===== src/rtl/pipe_pkg.sv =====
// Shared pipeline definitions: control bundle widths, bit positions and NOP encodings.
package pipe_pkg;

  localparam int EX_W = 4;
  localparam int M_W  = 3;
  localparam int WB_W = 2;

  // EX bundle {RegDst, ALUOp[1:0], ALUSrc}
  localparam int EX_REGDST   = 3;
  localparam int EX_ALUOP_HI = 2;
  localparam int EX_ALUOP_LO = 1;
  localparam int EX_ALUSRC   = 0;

  // M bundle {Branch, MemRead, MemWrite}
  localparam int M_BRANCH   = 2;
  localparam int M_MEMREAD  = 1;
  localparam int M_MEMWRITE = 0;

  // WB bundle {RegWrite, MemtoReg}
  localparam int WB_REGWRITE = 1;
  localparam int WB_MEMTOREG = 0;

  localparam logic [EX_W-1:0] EX_NOP = '0;
  localparam logic [M_W-1:0]  M_NOP  = '0;
  localparam logic [WB_W-1:0] WB_NOP = '0;

  typedef struct packed {
    logic [EX_W-1:0] ex;
    logic [M_W-1:0]  m;
    logic [WB_W-1:0] wb;
  } ctl_t;

  localparam ctl_t CTL_NOP = '{ex: EX_NOP, m: M_NOP, wb: WB_NOP};

endpackage


===== src/rtl/hazard_detect.sv =====
// Load-use hazard detector: a load in EX whose destination feeds the instruction in ID.
module hazard_detect #(
  parameter int RADDR = 5
) (
  input  logic             ex_memread,
  input  logic             ex_valid,
  input  logic [RADDR-1:0] ex_rt,
  input  logic [RADDR-1:0] id_rs,
  input  logic [RADDR-1:0] id_rt,
  output logic             hz
);

  // $zero never carries a real dependency.
  assign hz = ex_memread & ex_valid & (ex_rt != '0) &
              ((ex_rt == id_rs) | (ex_rt == id_rt));

endmodule


===== src/rtl/id_ex_stage.sv =====
// ID/EX pipeline register with load-use stall, branch flush, freeze and a saturating bubble counter.
module id_ex_stage
  import pipe_pkg::*;
#(
  parameter int DWIDTH = 32,
  parameter int RADDR  = 5,
  parameter int CNTW   = 16
) (
  input  logic              clk,
  input  logic              rst,
  input  logic [EX_W-1:0]   id_ex_ctl,
  input  logic [M_W-1:0]    id_m_ctl,
  input  logic [WB_W-1:0]   id_wb_ctl,
  input  logic [DWIDTH-1:0] id_npc,
  input  logic [DWIDTH-1:0] id_rd1,
  input  logic [DWIDTH-1:0] id_rd2,
  input  logic [DWIDTH-1:0] id_imm,
  input  logic [RADDR-1:0]  id_rs,
  input  logic [RADDR-1:0]  id_rt,
  input  logic [RADDR-1:0]  id_rd,
  input  logic              flush,
  input  logic              freeze,
  output logic [EX_W-1:0]   ex_ctl,
  output logic [M_W-1:0]    m_ctl,
  output logic [WB_W-1:0]   wb_ctl,
  output logic [DWIDTH-1:0] ex_npc,
  output logic [DWIDTH-1:0] ex_rd1,
  output logic [DWIDTH-1:0] ex_rd2,
  output logic [DWIDTH-1:0] ex_imm,
  output logic [RADDR-1:0]  ex_rs,
  output logic [RADDR-1:0]  ex_rt,
  output logic [RADDR-1:0]  ex_rd,
  output logic              ex_valid,
  output logic              pc_write,
  output logic              ifid_write,
  output logic [CNTW-1:0]   bubble_cnt
);

  ctl_t            ctl_q;
  logic            hz;
  logic [CNTW-1:0] cnt_next;

  hazard_detect #(.RADDR(RADDR)) u_hazard (
    .ex_memread (ctl_q.m[M_MEMREAD]),
    .ex_valid   (ex_valid),
    .ex_rt      (ex_rt),
    .id_rs      (id_rs),
    .id_rt      (id_rt),
    .hz         (hz)
  );

  // Stall contract: pc_write/ifid_write low means upstream must hold PC and IF/ID
  // this cycle; the same id_* values are expected again on the next cycle.
  assign pc_write   = ~(hz | freeze);
  assign ifid_write = ~(hz | freeze);

  assign cnt_next = (&bubble_cnt) ? bubble_cnt : bubble_cnt + CNTW'(1);

  assign ex_ctl = ctl_q.ex;
  assign m_ctl  = ctl_q.m;
  assign wb_ctl = ctl_q.wb;

  always_ff @(posedge clk) begin
    if (rst) begin
      ctl_q      <= CTL_NOP;
      ex_npc     <= '0;
      ex_rd1     <= '0;
      ex_rd2     <= '0;
      ex_imm     <= '0;
      ex_rs      <= '0;
      ex_rt      <= '0;
      ex_rd      <= '0;
      ex_valid   <= 1'b0;
      bubble_cnt <= '0;
    end else if (flush || (!freeze && hz)) begin
      // Squash wins over freeze; datapath fields load but are meaningless in a bubble.
      ctl_q      <= CTL_NOP;
      ex_npc     <= id_npc;
      ex_rd1     <= id_rd1;
      ex_rd2     <= id_rd2;
      ex_imm     <= id_imm;
      ex_rs      <= id_rs;
      ex_rt      <= id_rt;
      ex_rd      <= id_rd;
      ex_valid   <= 1'b0;
      bubble_cnt <= cnt_next;
    end else if (!freeze) begin
      ctl_q      <= '{ex: id_ex_ctl, m: id_m_ctl, wb: id_wb_ctl};
      ex_npc     <= id_npc;
      ex_rd1     <= id_rd1;
      ex_rd2     <= id_rd2;
      ex_imm     <= id_imm;
      ex_rs      <= id_rs;
      ex_rt      <= id_rt;
      ex_rd      <= id_rd;
      ex_valid   <= 1'b1;
    end
  end

endmodule


===== config.mk =====
export PLATFORM = sky130hd
export DESIGN_NAME = id_ex_stage
export DESIGN_NICKNAME = d
export VERILOG_FILES = /design/src/rtl/pipe_pkg.sv /design/src/rtl/hazard_detect.sv /design/src/rtl/id_ex_stage.sv
export SDC_FILE = /design/constraint.sdc
export NUM_CORES = 1
export LEC_CHECK = 0
export CORE_AREA = 2 2 136 138
export DETAILED_ROUTE_END_ITERATION = 12
export DIE_AREA = 0 0 138 140
export PLACE_DENSITY = 0.7
export SLEW_MARGIN = 0
export SYNTH_ARGS = -nofsm -noshare
export SYNTH_HDL_FRONTEND = slang
export SYNTH_SLANG_ARGS = --single-unit
export TNS_END_PERCENT = 5

===== constraint.sdc =====
create_clock -name clk -period 4.52 [get_ports clk]
set_clock_uncertainty 0.1 [all_clocks]
set_input_delay 0.904 -clock clk [delete_from_list [all_inputs] [get_ports clk]]
set_output_delay 0.904 -clock clk [all_outputs]
set_load 0.02 [all_outputs]

==> run metrics, run 1 <==
status finished, final reports clean; max_slew headroom 39.25%; DRC 0; clk sink count 169; Setup WS pre-CTS 776.9 ps; Synth async-reset ratio 0%; clock latency on the worst-skew pair 420 ps; fin util 57.16%; post-synthesis xor/xnor area fraction 1.564%; vias post-DR 6194; RSZ-0062 raised after global routing no; Synth Area in Simple Gates 22.41%; Nets 1227; cell area after synthesis 6158 sq um; gr ovfl total 0; metal3 WL 1661 microns; final worst slack 803.4 ps; CP max stage delay 560 ps; WHS Endpoint ex_rd2[31]$_SDFFE_PP0P_; Reg clk slew, reported paths 60 ps; worst slew pin tran 909.3 ps; Hold/Removal Path Class register to register; Setup-failing EPs final 0; CTS tree done; metal2 WL 9483 microns; Synth Net Count 929; Iteration-0 DRC Markers 224; PortBufs 326; syn avg cell area 7.977 sq um; adder-cell share of the synthesized area 0.2032%; met1 wire length 8312 microns; switching share of power 26.82%; Synth warnings 0; part of the power in the clock network 39.0%; #FFs+latches synth 169; CP Capture Type output port; Worst Setup Path Type input port to output port; Flop pwr share 44.2%; core area 17780 sq um; commonest non-fill, non-tap cell in the layout clkdlybuf4s50_1; Area growth syn-to-layout 65.01%; # IOs 327; final worst path period share 82.23%; Final Hold Vio Count 0; num rows 49; FF-to-FF Start bubble_cnt[0]$_SDFFE_PP0P_; Leak 0.003924 uW; Cell Pwr Density 361.1 nW/um^2; most frequent cells in the layout 325 x clkdlybuf4s50_1, 294 x nand2_1, 169 x dfxtp_1; Worst path top cell family by delay buffers and inverters; initial core utilization 34.64%; DR WL/cell 15.21 microns; GPL Wtd Cong 0.7736; R2R Setup Slk 2110 ps; antenna cells 0; initial antenna violation count 1; share of cells above drive strength 1 4.340%; Worst VDD drop 0.2428 mV; Worst R2R Path Depth 7; Synth Area in Compound Gates 15.22%; GR Util All Layers 20.21%; Hold WS 348.1 ps; CTS max path bufs 2; drt first pass iters 4; post-CTS sizing 0; Max Used Layer met5; slowest cell on the critical path clkdlybuf4s50_1; CP Buf/Inv Count 2; critical path fanouts, max 3; Critical Path RT 3520 ps; Worst Hold Depth 2; Period minus WS final 3717 ps; largest net degree at the start of global routing 84; NetSw 984.0 uW; Fillers 1645; Logic pwr share 16.9%; DP Cell Count 1280; register area share after synthesis 54.94%; CTS Root Cell clkbuf_16; critical path, cell by cell clkdlybuf4s50_1, xnor2_1, nand3_1, o22ai_2, a21oi_1, clkdlybuf4s50_1; die width 138 microns; combinational family with the most area after synthesis simple AND/OR/NAND/NOR gates; Routed WL 19950 microns; HP Start ex_rd2[31]$_SDFFE_PP0P_; Post-synth EDFFs 0; CP dominant cell by count clkdlybuf4s50_1; H-tree levels 4; max_cap viols 0; first-pass GRT wire length 31620 microns; Critical Path AT 2710 ps; fmax 269.1 MHz; post-CTS setup buffers 0; Synth cell types 32; non-filler cells, final 1312; Post-Synthesis Cells 772; final count of pins violating max slew 0; Post-CTS Hold Buffers 0; Pint 2685 uW; Post-DRT Antenna Nets 0; Final TNS setup 0 ps; die area 19320 sq um; Post-DP HPWL 14150 microns; die span in y 140 microns; vias in the first global route 5948; worst r2r dst bubble_cnt[13]$_SDFFE_PP0P_; Main synth FF type dfxtp_1; DR vias/cell 4.721; Startpoint Class input port; post-synthesis mux area share 1.625%; Inserted Clock Buffers 17
-- worst max-delay path by stage --
stage	start	end	cells past startpoint
6_report	id_rs[0]	pc_write	6
5_1_grt	id_rs[0]	pc_write	6
4_1_cts	id_rs[0]	pc_write	6
3_5_place_dp	id_rs[0]	pc_write	6
3_3_place_gp	id_rs[0]	pc_write	6
2_1_floorplan	id_rs[0]	pc_write	5
-- layer usage --
metal	vias up	GRT usage, %
met5	-	0
met4	2	7.787
met3	36	7.590
met2	254	33.51
met1	2782	23.87
li1	3120	-
-- power groups by stage --
stage,clock network [uW],logic [uW],registers (uW)
floorplan,0,166,1750
global placement,0,621,1650
detailed placement,0,624,1650
CTS,1470,626,1620
global route,1530,665,1630
finish,1430,619,1620
-- layout make-up --
class                      count  area, sq um  area share, %
clock buffer                  19        442.9          4.359
clock inverter                13        135.1          1.330
inverter                       2        7.507        0.07387
multi-input combinational    545         2541          25.01
sequential                   169         3383          33.29
tap                          229        286.5          2.820
timing repair buffer         335         3366          33.12
-- sequential cells by signal, indices dropped and copies added (netlist names) --
| signal | count |
|---|---|
| m_ctl | 3 |
| ex_imm | 32 |
| bubble_cnt | 16 |
| ex_rd2 | 32 |
| ex_ctl | 4 |
| ex_npc | 32 |
| wb_ctl | 2 |
| ex_valid | 1 |
| ex_rd | 5 |
| ex_rs | 5 |
| ex_rt | 5 |
| ex_rd1 | 32 |
-- through the flow --
stage	total power, uW	cell area [sq um]
2_1_floorplan	1918	6158
3_3_place_gp	2271	9584
3_5_place_dp	2278	9584
4_1_cts	3720	10160
5_1_grt	3825	10160
6_report	3669	10160
-- cells in the mapped netlist, types with 5 or more instances --
cell | number | area [sq um]
mux2i_1 | 10 | 100.1
o21ai_1 | 5 | 25.02
xnor2_1 | 10 | 87.58
a21oi_1 | 161 | 805.8
nand3_1 | 7 | 35.03
dfxtp_1 | 169 | 3383
nand2_1 | 294 | 1104
o21ai_0 | 7 | 35.03
nor2_1 | 12 | 45.04
or3_1 | 12 | 75.07
clkbuf_1 | 51 | 191.4
-- worst reg2reg max path, delay by kind of cell (launching register included) --
family / cells / cell delay [ps]
AO/OA/AOI/OAI: 4 / 1150
adder cells (fa/ha/maj): 1 / 280
flip-flops: 1 / 460
AND/OR/NAND/NOR: 2 / 340
-- kinds of logic after synthesis --
group / after synthesis
AND/OR/NAND/NOR: 343
AO/OA/AOI/OAI: 180
flip-flops: 169
buffers and inverters: 58
XOR/XNOR: 11
multiplexers: 10
adder cells (fa/ha/maj): 1
No activity file was read; power rests on OpenSTA's default activity.
==> run 2, diff against run 1 <==
Clock period 4.52 ns to 3.5 ns, I/O delays scaled along.
==> run 2 against run 1 <==
Clock-buffer cell count shrank 1. Critical path depth is the same. Clock power grew 28%. Worst setup slack lost 560 ps. Utilization is essentially flat. Cell count is the same. Die area is the same. First-iteration DRC count grew 29%. Via count grew 0.57%. Sequential power grew 29%. Flip-flop and latch count is the same. Total power grew 29%. Critical endpoint unchanged. Largest cell class unchanged.
==> run metrics, run 2 (same netlist as run 1, synthesis figures left out) <==
status finished, final reports clean; Cell Pwr Density 464.8 nW/um^2 (+29%); most frequent cells in the layout 325 x clkdlybuf4s50_1, 294 x nand2_1, 169 x dfxtp_1; Final TNS setup 0 ps (unchanged); Post-DRT Antenna Nets 0 (unchanged); die span in y 140 microns (unchanged); gr ovfl total 0 (unchanged); Hold WS 348.3 ps (+0.1780 ps); Hold/Removal Path Class register to register; Leak 0.003922 uW (about the same); CP max stage delay 640 ps (+80 ps); # IOs 327 (unchanged); commonest non-fill, non-tap cell in the layout clkdlybuf4s50_1; clk sink count 169 (unchanged); DP Cell Count 1281 (+0.078%); DR vias/cell 4.748 (+0.57%); PortBufs 326 (unchanged); Period minus WS final 3253 ps; Nets 1228 (+0.081%); final worst path period share 92.95%; Startpoint Class input port; post-CTS setup buffers 0 (unchanged); FF-to-FF Start bubble_cnt[0]$_SDFFE_PP0P_; vias in the first global route 5953 (+0.084%); worst slew pin tran 628.6 ps (-280.6 ps); first-pass GRT wire length 31370 microns (-0.81%); share of cells above drive strength 1 4.340% (unchanged); initial core utilization 34.64% (unchanged); critical path fanouts, max 2 (-1); vias post-DR 6229 (+0.57%); fin util 57.13% (about the same); H-tree levels 4 (unchanged); num rows 49 (unchanged); RSZ-0062 raised after global routing no; fmax 307.4 MHz; Post-CTS Hold Buffers 0 (unchanged); non-filler cells, final 1312 (unchanged); Final Hold Vio Count 0 (unchanged); Setup-failing EPs final 0 (unchanged); post-CTS sizing 0 (unchanged); DR WL/cell 15.34 microns (+0.87%); CP Capture Type output port; final count of pins violating max slew 0 (unchanged); CTS Root Cell clkbuf_16; HP Start ex_rd2[27]$_SDFFE_PP0P_; Setup WS pre-CTS 253.5 ps (-523.4 ps); Crit. Startpoint id_rs[0]; Worst Setup Path Type input port to output port; max_cap viols 0 (unchanged); antenna cells 0 (unchanged); Critical Path RT 2700 ps (-820 ps); GPL Wtd Cong 0.7724 (-0.16%); die width 138 microns (unchanged); Area growth syn-to-layout 64.93% (about the same); final worst slack 246.9 ps (-556.5 ps); CTS tree done; Inserted Clock Buffers 17 (unchanged); Critical Path AT 2450 ps (-260 ps); slowest cell on the critical path clkdlybuf4s50_1; Worst VDD drop 0.3095 mV (+27%); GR Util All Layers 20.12% (-0.090 points); Reg clk slew, reported paths 60 ps (about the same); Iteration-0 DRC Markers 289 (+29%); die area 19320 sq um (unchanged); clock latency on the worst-skew pair 420 ps (about the same); CP dominant cell by count clkdlybuf4s50_1; Routed WL 20130 microns (+0.87%); Post-DP HPWL 14230 microns (+0.51%); initial antenna violation count 1 (unchanged); DRC 0 (unchanged); max_slew headroom 58.09% (+19 points); largest net degree at the start of global routing 133 (+58%); drt first pass iters 4 (unchanged); critical path, cell by cell clkdlybuf4s50_1, xnor2_1, nand3_1, o22ai_2, a21oi_1, clkdlybuf4s50_1; CTS max path bufs 2 (unchanged); core area 17780 sq um (unchanged)
run 2: cell count changes in the layout (fill, tap and decap cells not counted):
cell,before,now
inv_6,4,5
clkinv_2,1,0
clkbuf_8,1,0
clkinv_4,4,5
buf_4,7,8
inv_8,2,1
run 2: final timing paths:
path / to / slack, ps / cells past startpoint
max: pc_write / 250 / 6
min: ex_rd2[27]$_SDFFE_PP0P_ / 350 / 2
max reg2reg: bubble_cnt[1]$_SDFFE_PP0P_ / 1120 / 7
min reg2reg: ex_rd2[27]$_SDFFE_PP0P_ / 350 / 2
run 2: cell type report:
class | instances | area (sq um)
flip-flops and latches | 169 | 3383
clock buffers | 18 | 429.2
fillers | 1628 | 7622
multi-input cells | 545 | 2541
inverters | 2 | 7.507
repair buffers | 336 | 3373
clock inverters | 13 | 136.4
well taps | 229 | 286.5
run 2: where the power goes:
group | switching [uW] | internal (uW)
Combinational | 387 | 416
Clock | 827 | 999
Sequential | 60.9 | 2030
Total | 1270 | 3450
run 2: worst max-delay path, delay by kind of cell:
family	cells	cell delay (ps)
buffers and inverters	2	1080
xor gates and xnor gates	1	140
AOI/OAI and AO/OA	2	340
and+or+nand+nor	1	190
run 2: metrics by stage:
stage	power [uW]	cell area, sq um
global placement	2935	9592
detailed placement	2944	9592
finish	4721	10160
global route	4906	10160
CTS	4780	10160
floorplan	2477	6158
run 2: metal layers:
| metal | vias to the layer above | wire [microns] | part of all wire [%] | GRT usage (%) |
|---|---|---|---|---|
| met5 | - | 13 | 0.065 | 0 |
| met4 | 2 | 603 | 3.0 | 7.841 |
| met3 | 37 | 1610 | 8.0 | 7.624 |
| met2 | 251 | 9479 | 47 | 32.52 |
| li1 | 3122 | - | - | - |
| met1 | 2817 | 8420 | 42 | 24.38 |
==> run 3, diff against run 2 <==
Settings changed: ABC_CLOCK_PERIOD_IN_PS set to 3500, CTS_BUF_LIST set to sky130_fd_sc_hd__clkbuf_2, SLEW_MARGIN 0 to not set.
==> run 3 against run 2 <==
Worst setup slack got worse by 95 ps. Flip-flop and latch count unchanged. Utilization is 1.9 points lower. Global-route usage fell by 0.16 points. Clock power is 45% lower. Fmax fell by 2.8%. Critical path depth fell by 2. Total power shrank 17%. First-iteration DRC count is 19% higher. Combinational power about the same. Non-clock buffer count stayed put.
==> run metrics, run 3 (same netlist as run 1, synthesis figures left out) <==
status finished, final reports clean; initial core utilization 34.64% (unchanged); CTS Root Cell clkbuf_2; H-tree levels 4 (unchanged); fin util 55.26% (-1.9 points); final count of pins violating max slew 0 (unchanged); Post-CTS Hold Buffers 0 (unchanged); fmax 298.7 MHz (-2.8%); share of cells above drive strength 1 4.617% (+0.28 points); die span in y 140 microns (unchanged); Post-DP HPWL 14230 microns (unchanged); slowest cell on the critical path clkdlybuf4s50_1; Post-DRT Antenna Nets 0 (unchanged); CP max stage delay 640 ps (about the same); Critical Path AT 2550 ps (+100 ps); clock latency on the worst-skew pair 730 ps (+310 ps); CP Capture Type output port; max_cap viols 0 (unchanged); post-CTS sizing 0 (unchanged); Period minus WS final 3348 ps (+95.31 ps); post-CTS setup buffers 0 (unchanged); Reg clk slew, reported paths 270 ps (+210 ps); Final TNS setup 0 ps (unchanged); largest net degree at the start of global routing 133 (unchanged); critical path, cell by cell nor3_1, a21oi_1, a21oi_1, clkdlybuf4s50_1; GR Util All Layers 19.96% (-0.16 points); Startpoint Class register; Worst R2R Path Depth 7 (unchanged); first-pass GRT wire length 31060 microns (-0.99%); Worst VDD drop 0.2022 mV (-35%); Worst Setup Path Type register to output port; most frequent cells in the layout 325 x clkdlybuf4s50_1, 294 x nand2_1, 167 x dfxtp_1; Inserted Clock Buffers 17 (unchanged); CTS max path bufs 2 (unchanged); DR WL/cell 15.17 microns (-1.1%); CTS tree done; critical path fanouts, max 5 (+3); R2R Setup Slk 1100 ps (-20 ps); vias post-DR 6211 (-0.29%); GPL Wtd Cong 0.7724 (unchanged); WP depth 4 (-2); drt first pass iters 4 (unchanged); final worst path period share 95.67% (+2.7 points); Iteration-0 DRC Markers 344 (+19%); commonest non-fill, non-tap cell in the layout clkdlybuf4s50_1; Area growth syn-to-layout 59.55%; Hold WS 300.6 ps (-47.66 ps); CP Buf/Inv Count 1 (-1); Hold/Removal Path Class input port to register; worst slew pin tran 632.3 ps (+3.628 ps); Final Hold Vio Count 0 (unchanged); Routed WL 19940 microns (-0.94%); core area 17780 sq um (unchanged); Worst Hold Depth 2 (unchanged); vias in the first global route 5915 (-0.64%); max_slew headroom 57.76% (-0.34 points); gr ovfl total 0 (unchanged); # IOs 327 (unchanged); Worst path top cell family by delay buffers and inverters; CP dominant cell by count a21oi_1; Nets 1228 (unchanged); Leak 0.003787 uW (-3.4%); initial antenna violation count 2 (+1); Critical Path RT 2700 ps (about the same); RSZ-0062 raised after global routing no; PortBufs 326 (unchanged); DR vias/cell 4.727 (-0.44%); die area 19320 sq um (unchanged); Cell Pwr Density 398.4 nW/um^2 (-14%); Setup-failing EPs final 0 (unchanged); die width 138 microns (unchanged); num rows 49 (unchanged); DRC 0 (unchanged); clk sink count 169 (unchanged)
==> run 3: cell count changes in the layout (fill, tap and decap cells not counted) <==
cell / before / now
clkbuf_1: 1 / 0
clkbuf_16: 17 / 0
clkbuf_2: 0 / 18
dfxtp_2: 0 / 2
diode_2: 0 / 2
dfxtp_1: 169 / 167
==> run 3: final timing paths <==
check / start / to
setup / recovery: ex_rt[4]$_SDFFE_PP0P_ / pc_write
hold / removal: rst / ex_npc[17]$_SDFFE_PP0P_
setup reg to reg: bubble_cnt[0]$_SDFFE_PP0P_ / bubble_cnt[1]$_SDFFE_PP0P_
hold reg to reg: ex_rd2[27]$_SDFFE_PP0P_ / ex_rd2[27]$_SDFFE_PP0P_
==> run 3: layer usage <==
layer	wire length, microns	global-route usage (%)
met5	0	0
met4	629	8.539
met2	9410	32.28
met1	8267	24.27
met3	1630	6.906
==> run 3: report_power, final <==
| part | leakage [uW] | internal (uW) | switching (uW) |
|---|---|---|---|
| Clock | 0.000138 | 279 | 735 |
| Combinational | 0.00225 | 416 | 386 |
| Sequential | 0.00140 | 2040 | 60.5 |
==> run 3: worst register-to-register path, cell delays in order (launching register included) <==
cell and delay (ps):
dfxtp_1 510, ha_1 280, and3_1 200, nand4_1 150, o21a_1 230, a21oi_4 530, mux2i_1 260, nor2_1 50
==> run 3: final cells by class <==
class / count / area, sq um
Inverter: 2 / 7.507
Clock inverter: 13 / 136.4
Antenna cell: 2 / 5.005
Tap cell: 229 / 286.5
Multi-Input combinational cell: 545 / 2541
Timing Repair Buffer: 336 / 3373
Sequential cell: 169 / 3386
Fill cell: 1662 / 7954
Clock buffer: 18 / 90.09
==> run 3: stage by stage <==
stage	cells	setup WS (ps)	power, uW	area (sq um)
5_1_grt	1313	5.045	4106	9823
6_report	1314	151.6	3914	9826
2_1_floorplan	772	1048	2477	6158
3_3_place_gp	1281	267.2	2935	9592
3_5_place_dp	1281	253.5	2944	9592
4_1_cts	1312	56.59	3979	9818
